==> config.mk <==
export PLATFORM = sky130hd
export DESIGN_NAME = repeater_bank
export DESIGN_NICKNAME = d
export VERILOG_FILES = /design/src/rtl/redstone_pkg.sv /design/src/rtl/repeater_channel.sv /design/src/rtl/repeater_bank.sv
export SDC_FILE = /design/constraint.sdc
export NUM_CORES = 1
export LEC_CHECK = 0
export CAP_MARGIN = 10
export CORE_MARGIN = 8
export CORE_UTILIZATION = 39
export CTS_CLUSTER_SIZE = 20
export DETAILED_ROUTE_END_ITERATION = 8
export GPL_ROUTABILITY_DRIVEN = 0
export PLACE_DENSITY_LB_ADDON = 0.25
export SYNTH_ARGS = -nofsm -noshare
export SYNTH_HDL_FRONTEND = slang
export SYNTH_SLANG_ARGS = --single-unit
export TNS_END_PERCENT = 10
==> constraint.sdc <==
create_clock -name i_clk -period 2.9 [get_ports i_clk]
set_input_delay 0.87 -clock i_clk [delete_from_list [all_inputs] [get_ports i_clk]]
set_output_delay 0.87 -clock i_clk [all_outputs]
set_load 0.01 [all_outputs]
==> src/rtl/redstone_pkg.sv <==
// Shared definitions for redstone-style timing blocks.
//   DEFAULT_MAX_DELAY : default largest repeater delay in ticks
//   dw_of()           : width of a delay code field for a given MAX_DELAY
package redstone_pkg;

  localparam int DEFAULT_MAX_DELAY = 4;

  // Delay codes hold delay-1, so MAX_DELAY values need clog2(MAX_DELAY) bits,
  // but a field is never narrower than one bit.
  function automatic int dw_of(input int max_delay);
    if (max_delay <= 32'sd2) begin
      return 32'sd1;
    end else begin
      return $clog2(max_delay);
    end
  endfunction

endpackage

==> src/rtl/repeater_channel.sv <==
// One redstone repeater channel: delays each input change by D ticks and
// stretches short pulses to D ticks; can be frozen by a lock input.
// Ports:
//   i_clk   : clock, one rising edge per tick
//   i_rst   : synchronous active-high reset
//   i_in    : repeater input
//   i_lock  : lock request (ignored when LOCKABLE = 0)
//   i_delay : delay code, effective delay = min(code+1, MAX_DELAY)
//   o_out   : registered repeater output
//   o_busy  : high while a change is scheduled
module repeater_channel
  import redstone_pkg::*;
#(
  parameter int   MAX_DELAY = DEFAULT_MAX_DELAY,
  parameter logic INIT      = 1'b0,
  parameter logic LOCKABLE  = 1'b1
) (
  input  logic                         i_clk,
  input  logic                         i_rst,
  input  logic                         i_in,
  input  logic                         i_lock,
  input  logic [dw_of(MAX_DELAY)-1:0]  i_delay,
  output logic                         o_out,
  output logic                         o_busy
);

  localparam int          DW    = dw_of(MAX_DELAY);
  localparam logic [DW:0] MAX_D = (DW+1)'(MAX_DELAY);
  localparam logic [DW:0] ONE   = (DW+1)'(32'sd1);
  localparam logic [DW:0] TWO   = (DW+1)'(32'sd2);

  logic          out_r;
  logic          pending_r;
  logic          target_r;
  logic [DW-1:0] count_r;

  logic          out_s;
  logic          pending_s;
  logic          target_s;
  logic [DW-1:0] count_s;
  logic [DW:0]   code_plus1_s;
  logic [DW:0]   eff_delay_s;
  logic          lock_s;

  // Next-state logic; priority is lock > pending countdown > new schedule.
  always_comb begin
    out_s        = out_r;
    pending_s    = pending_r;
    target_s     = target_r;
    count_s      = count_r;
    code_plus1_s = {1'b0, i_delay} + ONE;
    eff_delay_s  = (code_plus1_s > MAX_D) ? MAX_D : code_plus1_s;
    lock_s       = i_lock & LOCKABLE;

    if (lock_s) begin
      pending_s = 1'b0;
      count_s   = {DW{1'b0}};
    end else if (pending_r) begin
      // Input and delay code are ignored while a change is in flight, which
      // is what stretches short pulses out to the full delay.
      if (count_r != {DW{1'b0}}) begin
        count_s = count_r - {{(DW-1){1'b0}}, 1'b1};
      end else begin
        out_s     = target_r;
        pending_s = 1'b0;
      end
    end else if (i_in != out_r) begin
      if (eff_delay_s == ONE) begin
        out_s = i_in;
      end else begin
        // Schedule edge counts as one tick, output update edge as another.
        pending_s = 1'b1;
        target_s  = i_in;
        count_s   = DW'(eff_delay_s - TWO);
      end
    end else begin
      pending_s = pending_r;
    end
  end

  // Channel state register with synchronous reset to the INIT value.
  always_ff @(posedge i_clk) begin
    if (i_rst) begin
      out_r     <= INIT;
      pending_r <= 1'b0;
      target_r  <= INIT;
      count_r   <= {DW{1'b0}};
    end else begin
      out_r     <= out_s;
      pending_r <= pending_s;
      target_r  <= target_s;
      count_r   <= count_s;
    end
  end

  assign o_out  = out_r;
  assign o_busy = pending_r;

endmodule

==> src/rtl/repeater_bank.sv <==
// Bank of independent redstone repeater channels.
// Ports:
//   i_clk   : clock, one rising edge per tick
//   i_rst   : synchronous active-high reset
//   i_in    : per-channel inputs
//   i_lock  : per-channel locks
//   i_delay : per-channel delay codes, channel ch at [ch*DW +: DW]
//   o_out   : per-channel registered outputs
//   o_busy  : per-channel "change scheduled" flags
module repeater_bank
  import redstone_pkg::*;
#(
  parameter int                  CHANNELS  = 8,
  parameter int                  MAX_DELAY = DEFAULT_MAX_DELAY,
  parameter logic [CHANNELS-1:0] INIT      = {CHANNELS{1'b0}},
  parameter logic [CHANNELS-1:0] LOCKABLE  = {CHANNELS{1'b1}}
) (
  input  logic                                  i_clk,
  input  logic                                  i_rst,
  input  logic [CHANNELS-1:0]                   i_in,
  input  logic [CHANNELS-1:0]                   i_lock,
  input  logic [CHANNELS*dw_of(MAX_DELAY)-1:0]  i_delay,
  output logic [CHANNELS-1:0]                   o_out,
  output logic [CHANNELS-1:0]                   o_busy
);

  localparam int DW = dw_of(MAX_DELAY);

  for (genvar ch = 0; ch < CHANNELS; ch++) begin : g_ch
    repeater_channel #(
      .MAX_DELAY (MAX_DELAY),
      .INIT      (INIT[ch]),
      .LOCKABLE  (LOCKABLE[ch])
    ) u_channel (
      .i_clk   (i_clk),
      .i_rst   (i_rst),
      .i_in    (i_in[ch]),
      .i_lock  (i_lock[ch]),
      .i_delay (i_delay[ch*DW +: DW]),
      .o_out   (o_out[ch]),
      .o_busy  (o_busy[ch])
    );
  end

endmodule

==> results.sh, run 1 <==
export IMPL_rsz0062_at_grt="false"
export IMPL_grt_max_degree=42
export IMPL_setup_viol=0
export IMPL_ant_nets=0
export IMPL_max_clock_freq_mhz=420
export IMPL_area_delta_synth_final_pct=18.8
export IMPL_clkPwrFrac_pct=33.4
export IMPL_instances_no_fill=464
export IMPL_postCtsHoldBufs=0
export IMPL_post_route_drc_count=0
export IMPL_worst_ep_arrival_time_ns=1.51
export IMPL_required_ns=2.03
export IMPL_post_cts_buffers=0
export IMPL_routed_via_density=5.00
export IMPL_final_cell_mix="49 x clkdlybuf4s50_1, 40 x inv_1, 40 x dfxtp_1, 29 x ha_1, 26 x nor2_1"
export IMPL_core_area_sq_um=7250
export IMPL_diodes=0
export IMPL_top_layer="met4"
export IMPL_drive_gt1_share_pct=7.67
export IMPL_critPathSlowestCell="clkdlybuf4s50_1"
export IMPL_synth_simple_area_share_pct=18.5
export IMPL_seqPwrFrac_pct=45.3
export IMPL_dpl_hpwl_um=4460
export IMPL_crit_path_end_kind="primary output"
export IMPL_synthCells=335
export IMPL_via_count=2319
export IMPL_pre_cts_slack_ns=0.396
export IMPL_synthesis_nets=398
export IMPL_p_int_mw=0.990
export IMPL_final_net_count=427
export IMPL_hp_class="reg2reg"
export IMPL_worst_pin_slew_ns=0.456
export IMPL_synthMuxAreaShare_pct=11.3
export IMPL_cts_sinks=40
export IMPL_tritoncts="done"
export IMPL_synth_xor_area_share_pct=3.88
export IMPL_die_h_um=103
export IMPL_vdd_drop_max_uv=169
export IMPL_first_pass_iters=4
export IMPL_initial_core_util_pct=40.5
export IMPL_dieArea_sq_um=10600
export IMPL_ys_seq_area_share_pct=27.3
export IMPL_synth_adder_area_share_pct=12.4
export IMPL_netlist_area_sq_um=2930
export IMPL_cp_slowest_stage_delay_ns=0.63
export IMPL_io_pins=50
export IMPL_max_cap_viol_count=0
export IMPL_final_common_cell="clkdlybuf4s50_1"
export IMPL_hold_violations=0
export IMPL_maxSlewViolCount=0
export IMPL_max_clock_path_buffers=2
export IMPL_p_leak_nw=1.39
export IMPL_fin_skew_ns=0.00786
export IMPL_htreeDepth=2
export IMPL_antenna_found_initial=0
export IMPL_path_clk_slew_ns=0.08
export IMPL_p_switching_mw=0.365
export IMPL_cts_root_buf="clkbuf_8"
export IMPL_drt_iter0_drc=76
export IMPL_cp_start_kind="flop"
export IMPL_synth_compound_area_share_pct=15.6
export IMPL_wl_met2_um=2680
export IMPL_num_rows=31
export IMPL_finalWorstSetupSlack_ns=0.521
export IMPL_drt_met1_wl_um=2820
export IMPL_cts_resized=0
export IMPL_overflow=0
export IMPL_insertion_delay_ns=0.29
export IMPL_tns_ns=0
export IMPL_power_density_nw_per_um2=388
export IMPL_wl_um=5820
export IMPL_fin_crit_sh_pct=82.0
export IMPL_grt_pass1_wl_um=10100
export IMPL_grt_pass1_vias=2296
export IMPL_max_slew_margin_rel_pct=69.4
export IMPL_die_w_um=103
export IMPL_track_usage_pct=11.8
export IMPL_worstPathCellList="clkdlybuf4s50_1"
export IMPL_wl_per_cell_um=12.5
export IMPL_cts_inserted_buffers=5
export IMPL_cp_max_fo=11
export IMPL_synth_cell_types=36
export IMPL_port_buffers=49
export IMPL_avgSynthCellArea_sq_um=8.76
export IMPL_fin_crit_ns=2.38
export IMPL_critPathKind="reg2out"
export IMPL_synth_top_family_by_area="simple AND/OR/NAND/NOR gates"
export IMPL_post_route_util_pct=48.1
export IMPL_dp_cells=456
export IMPL_comb_power_share_pct=21.3
export IMPL_cp_top_family="buffers and inverters"
export IMPL_timing_critical_path_buf_inv=1
export IMPL_wl_met3_um=261
export IMPL_run_status="completed"
export IMPL_ys_ff_latch=40
export IMPL_swShare_pct=26.9
export IMPL_ys_warn_count=0
## worst paths after layout
check / slack, ns / start / cells past startpoint / endpoint
max: 0.52 / g_ch[2].u_channel.o_busy / 1 / o_busy[2]
min: 0.46 / g_ch[6].u_channel.count_r[1] / 2 / g_ch[6].u_channel.count_r[1]
max reg2reg: 1.58 / g_ch[6].u_channel.o_busy / 3 / g_ch[6].u_channel.count_r[0]
min reg2reg: 0.46 / g_ch[6].u_channel.count_r[1] / 2 / g_ch[6].u_channel.count_r[1]
## synthesized netlist by cell type
cell type,instances,area (sq um)
dfxtp_1,40,801
inv_1,40,150
ha_1,29,363
nor2_1,26,97.6
mux2i_1,24,240
buf_4,16,120
nand2_1,16,60.1
a21oi_1,14,70.1
nor2b_1,14,87.6
buf_2,9,45.0
nor3_1,8,40.0
mux2_2,7,78.8
nand3b_1,7,52.6
nor4b_1,7,61.3
o31a_1,7,61.3
o41ai_2,7,114
xnor2_1,7,61.3
a211oi_1,6,45.0
nor4_1,6,37.5
o21bai_1,6,45.0
xor2_1,6,52.6
and2_1,5,31.3
o31ai_1,4,30.0
o41ai_1,4,35.0
or2_2,4,25.0
clkbuf_1,2,7.51
nand2b_1,2,12.5
nand4bb_1,2,22.5
o311a_1,2,20.0
o31a_2,2,20.0
a211o_1,1,8.76
a32oi_1,1,8.76
and3_1,1,6.26
buf_1,1,3.75
mux2_1,1,11.3
nor3b_1,1,7.51
## kinds of logic after synthesis
group           count (synthesis)
compound gates                 54
xor+xnor                       13
fa+ha+maj                      29
buf+inv                        68
flops                          40
mux                            32
simple gates                   99
## through the flow
stage / cell area, sq um / hold WS, ns / total power [mW]
final: 3490 / 0.464 / 1.35
after detailed placement: 3380 / 0.461 / 0.917
after global placement: 3380 / 0.448 / 0.913
after global routing: 3490 / 0.496 / 1.44
after floorplan: 2930 / 0.438 / 0.813
after CTS: 3490 / 0.471 / 1.38
## per-layer routing
layer | vias up | GRT usage (%)
met5 | - | 0
met4 | 0 | 3.67
met3 | 5 | 2.84
met2 | 40 | 19.5
met1 | 1068 | 14.6
li1 | 1206 | -
## final cells by class
cell class	count	area, sq um
Fill cell	708	3770
Multi-Input combinational cell	227	1810
Sequential cell	40	801
Timing Repair Buffer	50	498
Inverter	40	150
Tap cell	99	124
Clock buffer	6	72.6
Clock inverter	2	35.0
## state kept, by name, indices dropped and copies added, names as in the netlist
| register | cells |
|---|---|
| g_ch.u_channel.count_r | 16 |
| g_ch.u_channel.o_busy | 8 |
| g_ch.u_channel.o_out | 8 |
| g_ch.u_channel.target_r | 8 |
## worst reg2reg max path, cell delays in order, from the launching register on
cell,delay [ns]
dfxtp_1,0.41
or2_2,0.35
nor4_1,0.31
o31a_1,0.19
## power groups by stage
stage | combinational [mW] | sequential [mW] | clock [mW]
2_1_floorplan | 0.204 | 0.608 | 0
3_3_place_gp | 0.287 | 0.626 | 0
3_5_place_dp | 0.291 | 0.626 | 0
4_1_cts | 0.292 | 0.614 | 0.469
5_1_grt | 0.326 | 0.620 | 0.492
6_report | 0.289 | 0.614 | 0.452
Power figures use the tool's default switching activity.
==> run 2: changes to the inputs <==
clock period = 2.2 ns   (was 2.9 ns; I/O delays follow)
==> run 2 against run 1 <==
Compared with the run above:
- register-to-register slack worse by 0.71 ns
- first-iteration DRC count is 25% lower
- die area stayed put
- sequential cell count stayed put
- sequential share of layout area is 0.81 points lower
- global-route usage is 0.21 points higher
==> results.sh, run 2 (synthesis gave the netlist of run 1 again) <==
export IMPL_final_common_cell="clkdlybuf4s50_1"
export IMPL_post_cts_buffers=0
export IMPL_grtUsageMet3_pct=3.44
export IMPL_die_w_um=103
export IMPL_max_slew_margin_rel_pct=69.3
export IMPL_grt_max_degree=42
export IMPL_cts_inserted_buffers=5
export IMPL_die_h_um=103
export IMPL_cp_slowest_stage_delay_ns=0.61
export IMPL_initial_core_util_pct=40.5
export IMPL_run_status="completed"
export IMPL_hold_ws_ns=0.459
export IMPL_fin_skew_ns=0.00221
export IMPL_power_density_nw_per_um2=475
export IMPL_grt_util_met1_pct=14.5
export IMPL_first_pass_iters=4
export IMPL_p_leak_nw=1.49
export IMPL_via_count=2356
export IMPL_overflow=0
export IMPL_finalWorstSetupSlack_ns=0.120
export IMPL_maxSlewViolCount=0
export IMPL_worst_pin_slew_ns=0.458
export IMPL_final_net_count=445
export IMPL_hp_class="reg2reg"
export IMPL_path_clk_slew_ns=0.08
export IMPL_top_register="g_ch.u_channel.count_r"
export IMPL_required_ns=1.54
export IMPL_worstPathCellList="clkdlybuf4s50_1"
export IMPL_final_cell_mix="49 x clkdlybuf4s50_1, 40 x inv_1, 39 x dfxtp_1, 29 x ha_1, 26 x nor2_1"
export IMPL_worst_ep_arrival_time_ns=1.42
export IMPL_hold_violations=0
export IMPL_post_route_drc_count=0
export IMPL_post_route_util_pct=49.9
export IMPL_largest_register_ffs=16
export IMPL_critPathSlowestCell="clkdlybuf4s50_1"
export IMPL_critPathKind="reg2out"
export IMPL_rsz0062_at_grt="false"
export IMPL_vdd_drop_max_uv=212
export IMPL_fin_crit_ns=2.08
export IMPL_wl_um=5890
export IMPL_drt_iter0_drc=57
export IMPL_max_clock_path_buffers=2
export IMPL_timing_critical_path_buf_inv=1
export IMPL_antenna_found_initial=0
export IMPL_htreeDepth=2
export IMPL_core_area_sq_um=7250
export IMPL_ant_nets=0
export IMPL_cts_sinks=40
export IMPL_setup_viol=0
export IMPL_max_clock_freq_mhz=481
export IMPL_routed_via_density=4.89
export IMPL_top_usage_layer="met2"
export IMPL_use_met2_pct=20.4
export IMPL_postCtsHoldBufs=0
export IMPL_area_delta_synth_final_pct=23.4
export IMPL_diodes=0
export IMPL_grt_pass1_wl_um=10400
export IMPL_insertion_delay_ns=0.28
export IMPL_cp_start_kind="flop"
export IMPL_cp_top_family="buffers and inverters"
export IMPL_track_usage_pct=12.0
export IMPL_wl_per_cell_um=12.2
export IMPL_num_rows=31
export IMPL_pre_cts_slack_ns=-0.0447
export IMPL_grt_pass1_vias=2405
export IMPL_io_pins=50
export IMPL_cts_root_buf="clkbuf_8"
export IMPL_drive_gt1_share_pct=12.5
export IMPL_dieArea_sq_um=10600
export IMPL_cp_max_fo=9
export IMPL_max_cap_viol_count=0
export IMPL_port_buffers=49
export IMPL_dpl_hpwl_um=4670
export IMPL_tritoncts="done"
export IMPL_crit_path_end_kind="primary output"
export IMPL_fin_crit_sh_pct=94.6
run 2: cell type report:
cell class	instances	area, sq um
sequential	40	802
multi-input combinational	227	1810
tap	99	124
clock buffer	6	82.6
inverter	40	150
timing repair buffer	68	646
fill	704	3630
clock inverter	2	10.0
run 2: worst paths after layout:
check,startpoint,end,slack (ns),depth (start not counted)
min reg2reg,g_ch[1].u_channel.count_r[1],g_ch[1].u_channel.count_r[1],0.46,2
min,g_ch[1].u_channel.count_r[1],g_ch[1].u_channel.count_r[1],0.46,2
max reg2reg,g_ch[4].u_channel.o_busy,g_ch[4].u_channel.o_out,0.87,3
max,g_ch[1].u_channel.o_busy,o_busy[1],0.12,1
run 2: what timing repair did:
| action | in CTS | in global routing |
|---|---|---|
| setup endpoints to repair | 0 | 1 |
| hold endpoints to repair | 0 | 0 |
| gates resized for setup | 0 | 1 |
run 2: routing by layer:
metal / vias up / wire length, um
met5: - / 0
met4: 0 / 23
met3: 2 / 288
met2: 37 / 2740
met1: 1076 / 2840
li1: 1241 / -
run 2: worst reg2reg max path, delay by kind of cell, from the launching register on:
family | cells | cell delay (ns)
AOI/OAI and AO/OA | 1 | 0.38
muxes | 1 | 0.35
DFF | 1 | 0.32
buffers and inverters | 1 | 0.17
run 2: through the flow:
step           setup TNS, ns  cell area (sq um)  power [mW]  cells
3_3_place_gp         -0.0851               3530        1.23    474
2_1_floorplan              0               2930        1.07    335
3_5_place_dp          -0.162               3530        1.24    474
5_1_grt                    0               3620        1.84    482
4_1_cts                    0               3620        1.75    482
6_report                   0               3620        1.72    482
run 2: power breakdown:
| group | leakage [nW] | switching, mW | internal, mW |
|---|---|---|---|
| clock | 0.0510 | 0.252 | 0.250 |
| combinational | 1.11 | 0.190 | 0.225 |
| sequential | 0.327 | 0.0361 | 0.765 |
| total | 1.49 | 0.478 | 1.24 |
==> run 3: changes to the inputs <==
clock period = 2.4 ns   (was 2.2 ns; I/O delays follow)
==> run 3 against run 2 <==
Compared with the run above:
- sequential share of layout area up 0.83 points
- sequential power decreased by 7.4%
- combinational power decreased by 14%
- largest cell class unchanged
==> results.sh, run 3 (synthesis gave the netlist of run 1 again) <==
export IMPL_run_status="completed"
export IMPL_hold_end="g_ch[2].u_channel.count_r[1]"
export IMPL_r2r_cells=5
export IMPL_worst_pin_slew_ns=0.480
export IMPL_antenna_found_initial=0
export IMPL_cp_start_kind="flop"
export IMPL_cts_sinks=40
export IMPL_cp_max_fo=11
export IMPL_post_cts_buffers=0
export IMPL_fin_crit_sh_pct=92.6
export IMPL_required_ns=1.68
export IMPL_tns_ns=0
export IMPL_htreeDepth=2
export IMPL_fin_skew_ns=0.00617
export IMPL_first_pass_iters=4
export IMPL_hold_ws_ns=0.458
export IMPL_wl_um=5820
export IMPL_power_mw=1.52
export IMPL_core_area_sq_um=7250
export IMPL_reg2reg_slack_ns=1.06
export IMPL_tritoncts="done"
export IMPL_grt_pass1_vias=2377
export IMPL_track_usage_pct=11.8
export IMPL_timing_critical_path_buf_inv=1
export IMPL_r2r_end="g_ch[2].u_channel.count_r[0]"
export IMPL_dieArea_sq_um=10600
export IMPL_cts_resized=0
export IMPL_largest_register_ffs=16
export IMPL_cts_root_buf="clkbuf_8"
export IMPL_grt_max_degree=42
export IMPL_grt_pass1_wl_um=10200
export IMPL_min_delay_start="g_ch[2].u_channel.count_r[1]"
export IMPL_num_rows=31
export IMPL_worst_ep_arrival_time_ns=1.50
export IMPL_max_clock_path_buffers=2
export IMPL_die_h_um=103
export IMPL_power_density_nw_per_um2=435
export IMPL_post_route_drc_count=0
export IMPL_cts_inserted_buffers=5
export IMPL_top_register="g_ch.u_channel.count_r"
export IMPL_multi_input_area_sq_um=1810
export IMPL_hold_path_depth=2
export IMPL_maxSlewViolCount=0
export IMPL_p_leak_nw=1.39
export IMPL_cp_top_family="buffers and inverters"
export IMPL_critPathSlowestCell="clkdlybuf4s50_1"
export IMPL_via_count=2314
export IMPL_io_pins=50
export IMPL_nFillCells=736
export IMPL_drive_gt1_share_pct=7.92
export IMPL_cp_slowest_stage_delay_ns=0.63
export IMPL_hold_violations=0
export IMPL_hp_class="reg2reg"
export IMPL_path_clk_slew_ns=0.08
export IMPL_max_cap_viol_count=0
export IMPL_postCtsHoldBufs=0
export IMPL_seq_area_sq_um=801
export IMPL_vdd_drop_max_uv=213
export IMPL_area_delta_synth_final_pct=18.8
export IMPL_rr_startpoint="g_ch[2].u_channel.count_r[0]"
export IMPL_ant_nets=0
export IMPL_insertion_delay_ns=0.29
export IMPL_overflow=0
export IMPL_drt_iter0_drc=67
export IMPL_final_cell_mix="49 x clkdlybuf4s50_1, 40 x inv_1, 40 x dfxtp_1, 29 x ha_1, 26 x nor2_1"
export IMPL_die_w_um=103
export IMPL_critPathKind="reg2out"
export IMPL_max_clock_freq_mhz=450
export IMPL_fin_crit_ns=2.22
export IMPL_wl_per_cell_um=12.5
export IMPL_worstPathCellList="clkdlybuf4s50_1"
export IMPL_max_slew_margin_rel_pct=67.7
export IMPL_dpl_hpwl_um=4490
export IMPL_setup_viol=0
export IMPL_port_buffers=49
export IMPL_final_common_cell="clkdlybuf4s50_1"
export IMPL_routed_via_density=4.98
export IMPL_diodes=0
export IMPL_initial_core_util_pct=40.5
export IMPL_final_net_count=429
export IMPL_rsz0062_at_grt="false"
export IMPL_crit_path_end_kind="primary output"
## run 3: cell types whose count changed in the layout (fill, tap and decap cells not counted), sizes merged
cell    previous run  this run
clkinv             2         1
buf               19         3
## run 3: layout make-up
type	count	share of cell area, %
timing repair buffer	52	15.1
tap	99	3.55
clock inverter	1	0.144
clock buffer	6	2.08
multi-input combinational	227	51.8
inverter	40	4.31
sequential	40	23.0
## run 3: how the worst max path moves through the flow
stage | slack, ns | from | cells after the start | endpoint
after detailed placement | 0.03 | i_delay[12] | 6 | g_ch[6].u_channel.count_r[0]
after global routing | 0.08 | g_ch[4].u_channel.o_busy | 1 | o_busy[4]
after CTS | 0.16 | g_ch[2].u_channel.o_busy | 1 | o_busy[2]
after global placement | 0.05 | i_delay[12] | 6 | g_ch[6].u_channel.count_r[0]
after floorplan | 0.58 | i_delay[4] | 5 | g_ch[2].u_channel.o_out
final | 0.18 | g_ch[2].u_channel.o_busy | 1 | o_busy[2]
## run 3: through the flow
stage	worst slack [ns]	std cells	area (sq um)	util, %
6_report	0.178	465	3480	48.0
5_1_grt	0.0769	465	3480	48.0
4_1_cts	0.157	465	3480	48.0
3_3_place_gp	0.0467	458	3410	47.0
2_1_floorplan	0.584	335	2930	-
3_5_place_dp	0.0295	458	3410	47.0
## run 3: per-layer routing
metal	global-route usage, %	share of wire (%)
met4	3.78	0.98
met5	0	0
met3	2.97	4.5
met2	20.3	46
met1	13.9	48
## run 3: report_power, final
| group | total, mW | internal, mW | switching, mW | leakage (nW) |
|---|---|---|---|---|
| Combinational | 0.355 | 0.192 | 0.164 | 1.03 |
| Sequential | 0.742 | 0.701 | 0.0406 | 0.327 |
| Clock | 0.421 | 0.198 | 0.223 | 0.0410 |
